==> config.mk <==
export PLATFORM = sky130hd
export DESIGN_NAME = fetch_pc_unit
export DESIGN_NICKNAME = d
export VERILOG_FILES = /design/src/rtl/fetch_pc_unit_pkg.sv /design/src/rtl/fetch_pc_unit_next_pc_calc.sv /design/src/rtl/fetch_pc_unit.sv
export SDC_FILE = /design/constraint.sdc
export NUM_CORES = 1
export LEC_CHECK = 0
export ABC_AREA = 1
export BUFFER_PORTS_ARGS = -buffer_cell sky130_fd_sc_hd__buf_2
export CAP_MARGIN = 25
export CORE_MARGIN = 8
export CORE_UTILIZATION = 40
export DETAILED_ROUTE_END_ITERATION = 8
export PLACE_DENSITY = 0.66
export SYNTH_ARGS = -nofsm -noshare
export SYNTH_HDL_FRONTEND = slang
export SYNTH_SLANG_ARGS = --single-unit
==> constraint.sdc <==
create_clock -name clk -period 2.9 [get_ports clk]
set_input_delay 0.29 -clock clk [delete_from_list [all_inputs] [get_ports clk]]
set_output_delay 0.29 -clock clk [all_outputs]
set_load 0.02 [all_outputs]
==> src/rtl/fetch_pc_unit_pkg.sv <==
// Shared definitions for the fetch/PC stage: control-flow opcodes (also used
// by decode and the branch comparator) and the fetch FSM state encoding.
package fetch_pc_unit_pkg;

    localparam logic [6:0] OP_BRANCH = 7'b1100011;
    localparam logic [6:0] OP_JAL    = 7'b1101111;
    localparam logic [6:0] OP_JALR   = 7'b1100111;

    typedef enum logic [2:0] {
        IDLE  = 3'd0,
        FETCH = 3'd1,
        WAIT  = 3'd2,
        HOLD  = 3'd3,
        TRAP  = 3'd4
    } state_t;

endpackage

==> src/rtl/fetch_pc_unit_next_pc_calc.sv <==
// Combinational next-PC selection: JAL, JALR, taken conditional branch,
// otherwise sequential pc+4. All sums wrap modulo 2^XLEN.
module fetch_pc_unit_next_pc_calc
    import fetch_pc_unit_pkg::*;
#(
    parameter int XLEN = 32
) (
    input  logic [XLEN-1:0] pc,
    input  logic [6:0]      opcode,
    input  logic [XLEN-1:0] imm,
    input  logic [XLEN-1:0] rs1_data,
    input  logic            branch,
    output logic [XLEN-1:0] next_pc
);

    localparam logic [XLEN-1:0] JALR_MASK = {{(XLEN-1){1'b1}}, 1'b0};

    // Target select; a taken flag on a non-branch opcode falls through to pc+4
    always_comb begin
        next_pc = pc + XLEN'(4);
        case (opcode)
            OP_JAL:    next_pc = pc + imm;
            OP_JALR:   next_pc = (rs1_data + imm) & JALR_MASK;
            OP_BRANCH: if (branch) next_pc = pc + imm;
            default:   next_pc = pc + XLEN'(4);
        endcase
    end

endmodule

==> src/rtl/fetch_pc_unit.sv <==
// Program counter and instruction fetch stage. Fetches one instruction per
// retire over a req/gnt/rvalid handshake and holds it for decode.
// Optional feature macro: MISALIGN_TRAP_EN -- a misaligned next PC parks the
// unit in TRAP (until reset) instead of silently clearing the low PC bits.
module fetch_pc_unit
    import fetch_pc_unit_pkg::*;
#(
    parameter int              XLEN     = 32,
    parameter logic [XLEN-1:0] RESET_PC = 32'h0000_0000
) (
    input  logic            clk,
    input  logic            rst_n,
    input  logic            branch,
    input  logic [6:0]      opcode,
    input  logic [XLEN-1:0] imm,
    input  logic [XLEN-1:0] rs1_data,
    input  logic            retire,
    output logic            imem_req,
    output logic [XLEN-1:0] imem_addr,
    input  logic            imem_gnt,
    input  logic            imem_rvalid,
    input  logic [XLEN-1:0] imem_rdata,
    output logic [XLEN-1:0] instr_o,
    output logic            instr_valid_o,
    output logic [XLEN-1:0] pc_o,
    output logic [XLEN-1:0] pc_plus4_o,
    output logic            misalign_o
);

    state_t          state, state_d;
    logic [XLEN-1:0] pc;
    logic [XLEN-1:0] next_pc;
    logic [XLEN-1:0] pc_target;
    logic            pc_load;
    logic            capture;

    fetch_pc_unit_next_pc_calc #(.XLEN(XLEN)) u_next_pc_calc (
        .pc       (pc),
        .opcode   (opcode),
        .imm      (imm),
        .rs1_data (rs1_data),
        .branch   (branch),
        .next_pc  (next_pc)
    );

`ifdef MISALIGN_TRAP_EN
    // Trap path keeps the offending address visible on pc_o
    assign pc_target  = next_pc;
    assign misalign_o = (state == TRAP);
`else
    // Without the trap the PC is kept word aligned by dropping the low bits
    assign pc_target  = next_pc & {{(XLEN-2){1'b1}}, 2'b00};
    assign misalign_o = 1'b0;
`endif

    assign imem_addr     = pc;
    assign pc_o          = pc;
    assign pc_plus4_o    = pc + XLEN'(4);
    assign instr_valid_o = (state == HOLD);

    // State register
    always_ff @(posedge clk or negedge rst_n) begin
        if (!rst_n) state <= IDLE;
        else        state <= state_d;
    end

    // Next-state and handshake control; stray gnt/rvalid/retire fall through
    always_comb begin
        state_d  = state;
        imem_req = 1'b0;
        pc_load  = 1'b0;
        capture  = 1'b0;
        case (state)
            IDLE: state_d = FETCH;
            FETCH: begin
                imem_req = 1'b1;
                if (imem_gnt) begin
                    if (imem_rvalid) begin
                        capture = 1'b1;
                        state_d = HOLD;
                    end else begin
                        state_d = WAIT;
                    end
                end
            end
            WAIT: begin
                if (imem_rvalid) begin
                    capture = 1'b1;
                    state_d = HOLD;
                end
            end
            HOLD: begin
                if (retire) begin
                    pc_load = 1'b1;
`ifdef MISALIGN_TRAP_EN
                    state_d = (next_pc[1:0] != 2'b00) ? TRAP : FETCH;
`else
                    state_d = FETCH;
`endif
                end
            end
            TRAP:    state_d = TRAP;
            default: state_d = IDLE;
        endcase
    end

    // PC and held-instruction registers
    always_ff @(posedge clk or negedge rst_n) begin
        if (!rst_n) begin
            pc      <= RESET_PC;
            instr_o <= '0;
        end else begin
            if (pc_load) pc      <= pc_target;
            if (capture) instr_o <= imem_rdata;
        end
    end

endmodule

==> results.tsv <==
stage	metric	value	unit
clock_network	Post-CTS Setup Inserts	0	
grt	vias in the first global route	9545	
drt	post-route ant nets	0	
logic_synthesis	largest area contributor in the netlist	nand2_1	
placement	pre-CTS setup slack	0.419	ns
placement	placed instance area	10200	um2
sta	min cycle time layout	2.69	ns
sta	Slew Limit Fails	0	
clock_network	Clock Tree Buf Depth	2	
logic_synthesis	predominant post-synthesis flop cell	dfrtp_1	
sta	WHS	0.163	ns
logic_synthesis	ys async rst share	100	%
placement	GP Congestion	0.984	
sta	Tcrit/Tclk final	92.9	%
power	worst vdd ir	0.951	mV
worst_setup_path	startpoint types	flop	
logic_synthesis	Yosys reg bits	65	
run_status	outcome	completed	
worst_setup_path	CP Class	flop to output pin	
floorplanning	Cell Rows	54	
grt	first-pass GRT wire length	51.4	mm
power	Pleak	6.26	nW
clock_network	Root Driver	clkbuf_16	
clock_network	CTS tree	done	
drt	drt first-iter violations	790	
logic_synthesis	post-synth cell types	47	
finish	Util after Layout	48.0	%
logic_synthesis	Yosys warnings	0	
sta	setup violators final	0	
drt	DR vias	10200	
worst_setup_path	reg2reg setup slack	0.37	ns
grt	gr usage total	24.4	%
logic_synthesis	Seq/Total Area, Yosys	18.3	%
sta	RSZ-0062 raised after global routing	no	
worst_setup_path	worst endpoint data arrival time	2.40	ns
sta	Final TNS setup	0	ns
logic_synthesis	most frequent cells after synthesis	nand2_1, inv_1, nor2_1, nand3_1, dfrtp_1	
logic_synthesis	number of synthesized flops with an enable pin	0	
logic_synthesis	top post-synthesis cells by area	nand2_1, dfrtp_1, inv_1	
finish	Antenna Cells	0	
drt	DRC violations left	0	
drt	TritonRoute pass-1 iters	5	
placement	hpwl dp	28.7	mm
clock_network	# resized after CTS	0	
worst_setup_path	CP max FO	9	
floorplanning	Initial Util	40.8	%
clock_network	clk_lat worst skew	0.33	ns
logic_synthesis	Syn Std Cell Area	8910	um2
sta	fmax	371	MHz
drt	via-per-instance ratio	4.99	
floorplanning	Ports	240	
flow_run	Max Cap Violations	0	
worst_setup_path	Worst setup EP type	output pin	
power	pwr/cell area	891	nW/um2
clock_network	Clk pin slew, worst setup/hold paths	0.06	ns
sta	PnR worst setup slack	0.206	ns
floorplanning	area of the die	27300	um2
clock_network	CTS Buf Count	9	
worst_hold_path	Hold Crit Class	primary input to async pin	
finish	final net count	1938	
sta	Final Skew	0.00811	ns
sta	Rel. slew slack	41.2	%
placement	Port Buffer Count	232	
floorplanning	Die Wd	165	um
drt	wire per inst	16.6	um
grt	largest net degree at the start of global routing	66	
sta	slew of the pin with the lowest slew margin	0.882	ns
finish	post-route cell area	10500	um2
logic_synthesis	syn avg cell area	5.72	um2
logic_synthesis	top-area cell type share of the netlist area	24.1	%
grt	remaining global-route overflow	0	
sta	final hold vios	0	
drt	total detailed-routing wirelength	34.0	mm
logic_synthesis	Synth Instances	1558	
floorplanning	die height	165	um
clock_network	H-Tree Depth	3	
clock_network	Hold Buf Count CTS	0	
logic_synthesis	most frequent cell after synthesis	nand2_1	
floorplanning	core footprint	21800	um2
finish	layout cells sized above 1	17.1	%
finish	P&R area growth vs syn	17.6	%
grt	initial antenna violation count	0	
worst_setup_path	CP required	2.61	ns
clock_network	CTS Sinks	65	
critical path, cell delays in order (launching register included):
cell     delay, ns
dfrtp_1       0.51
ha_1          0.42
nand3_2       0.19
inv_2         0.18
nand3_2       0.18
nor2_2        0.18
xor2_1        0.20
buf_2         0.21
final timing paths:
check                      cells after the start        endpoint      startpoint
min                                            2   imem_addr[27]           rst_n
min in group clk                               2     instr_o[13]  imem_rdata[13]
max reg2reg                                   15   imem_addr[18]    imem_addr[2]
max                                            7  pc_plus4_o[16]    imem_addr[2]
max in group asynchronous                      2        state[1]           rst_n
min reg2reg                                    1     instr_o[22]     instr_o[22]
registers in the layout, indices dropped and copies added, names as in the netlist:
register and cells:
instr_o 32, imem_addr 30, state 3
power by group:
group / total (mW) / internal (mW) / switching [mW]
Sequential: 1.80 / 1.31 / 0.492
Clock: 1.14 / 0.682 / 0.461
Combinational: 6.40 / 2.02 / 4.38
area by class of cell:
type                       count  area [um2]
fill                        2392       11300
multi-input combinational   1124        5720
sequential                    65        1630
inverter                     323        1210
clock buffer                   9         225
clock inverter                 7        83.8
tap                          280         350
timing repair buffer         245        1260
layer usage:
metal	vias to the layer above	track usage [%]	part of all wire [%]
li1	5192	-	-
met1	4569	32.1	43
met2	430	39.9	46
met3	50	4.39	8.2
met4	0	7.33	2.9
met5	-	0	0
cells in the final DEF, fill, tap and decap left out, types with 4 or more instances in the layout:
cell,n
nand2_1,572
inv_1,317
buf_2,232
nor2_1,117
nand3_1,115
dfrtp_1,65
ha_1,60
a21oi_1,59
o21ai_0,31
mux2_1,30
nor3_1,18
xor2_1,15
nand3b_1,13
buf_4,13
nand4_1,11
o21ai_1,9
clkbuf_16,9
nor3_2,8
nor2_2,8
or2_2,7
conb_1,7
inv_2,6
and2_1,5
o21bai_1,4
o22ai_1,4
per-stage QoR:
stage               power [mW]  instances
floorplan                 6.18       1564
global placement          8.08       2037
detailed placement        8.13       2037
CTS                       9.32       2053
global route              10.1       2053
finish                    9.34       2053
cells by family after synthesis:
group | after synthesis | share of synthesized area, %
flops | 65 | 18.3
mux | 32 | 4.04
xor+xnor | 18 | 1.85
buf+inv | 375 | 17.9
simple gates | 888 | 42.1
fa+ha+maj | 61 | 8.65
compound gates | 118 | 7.16
other cells | 1 | 0.0421
No activity file was read; power rests on OpenSTA's default activity.
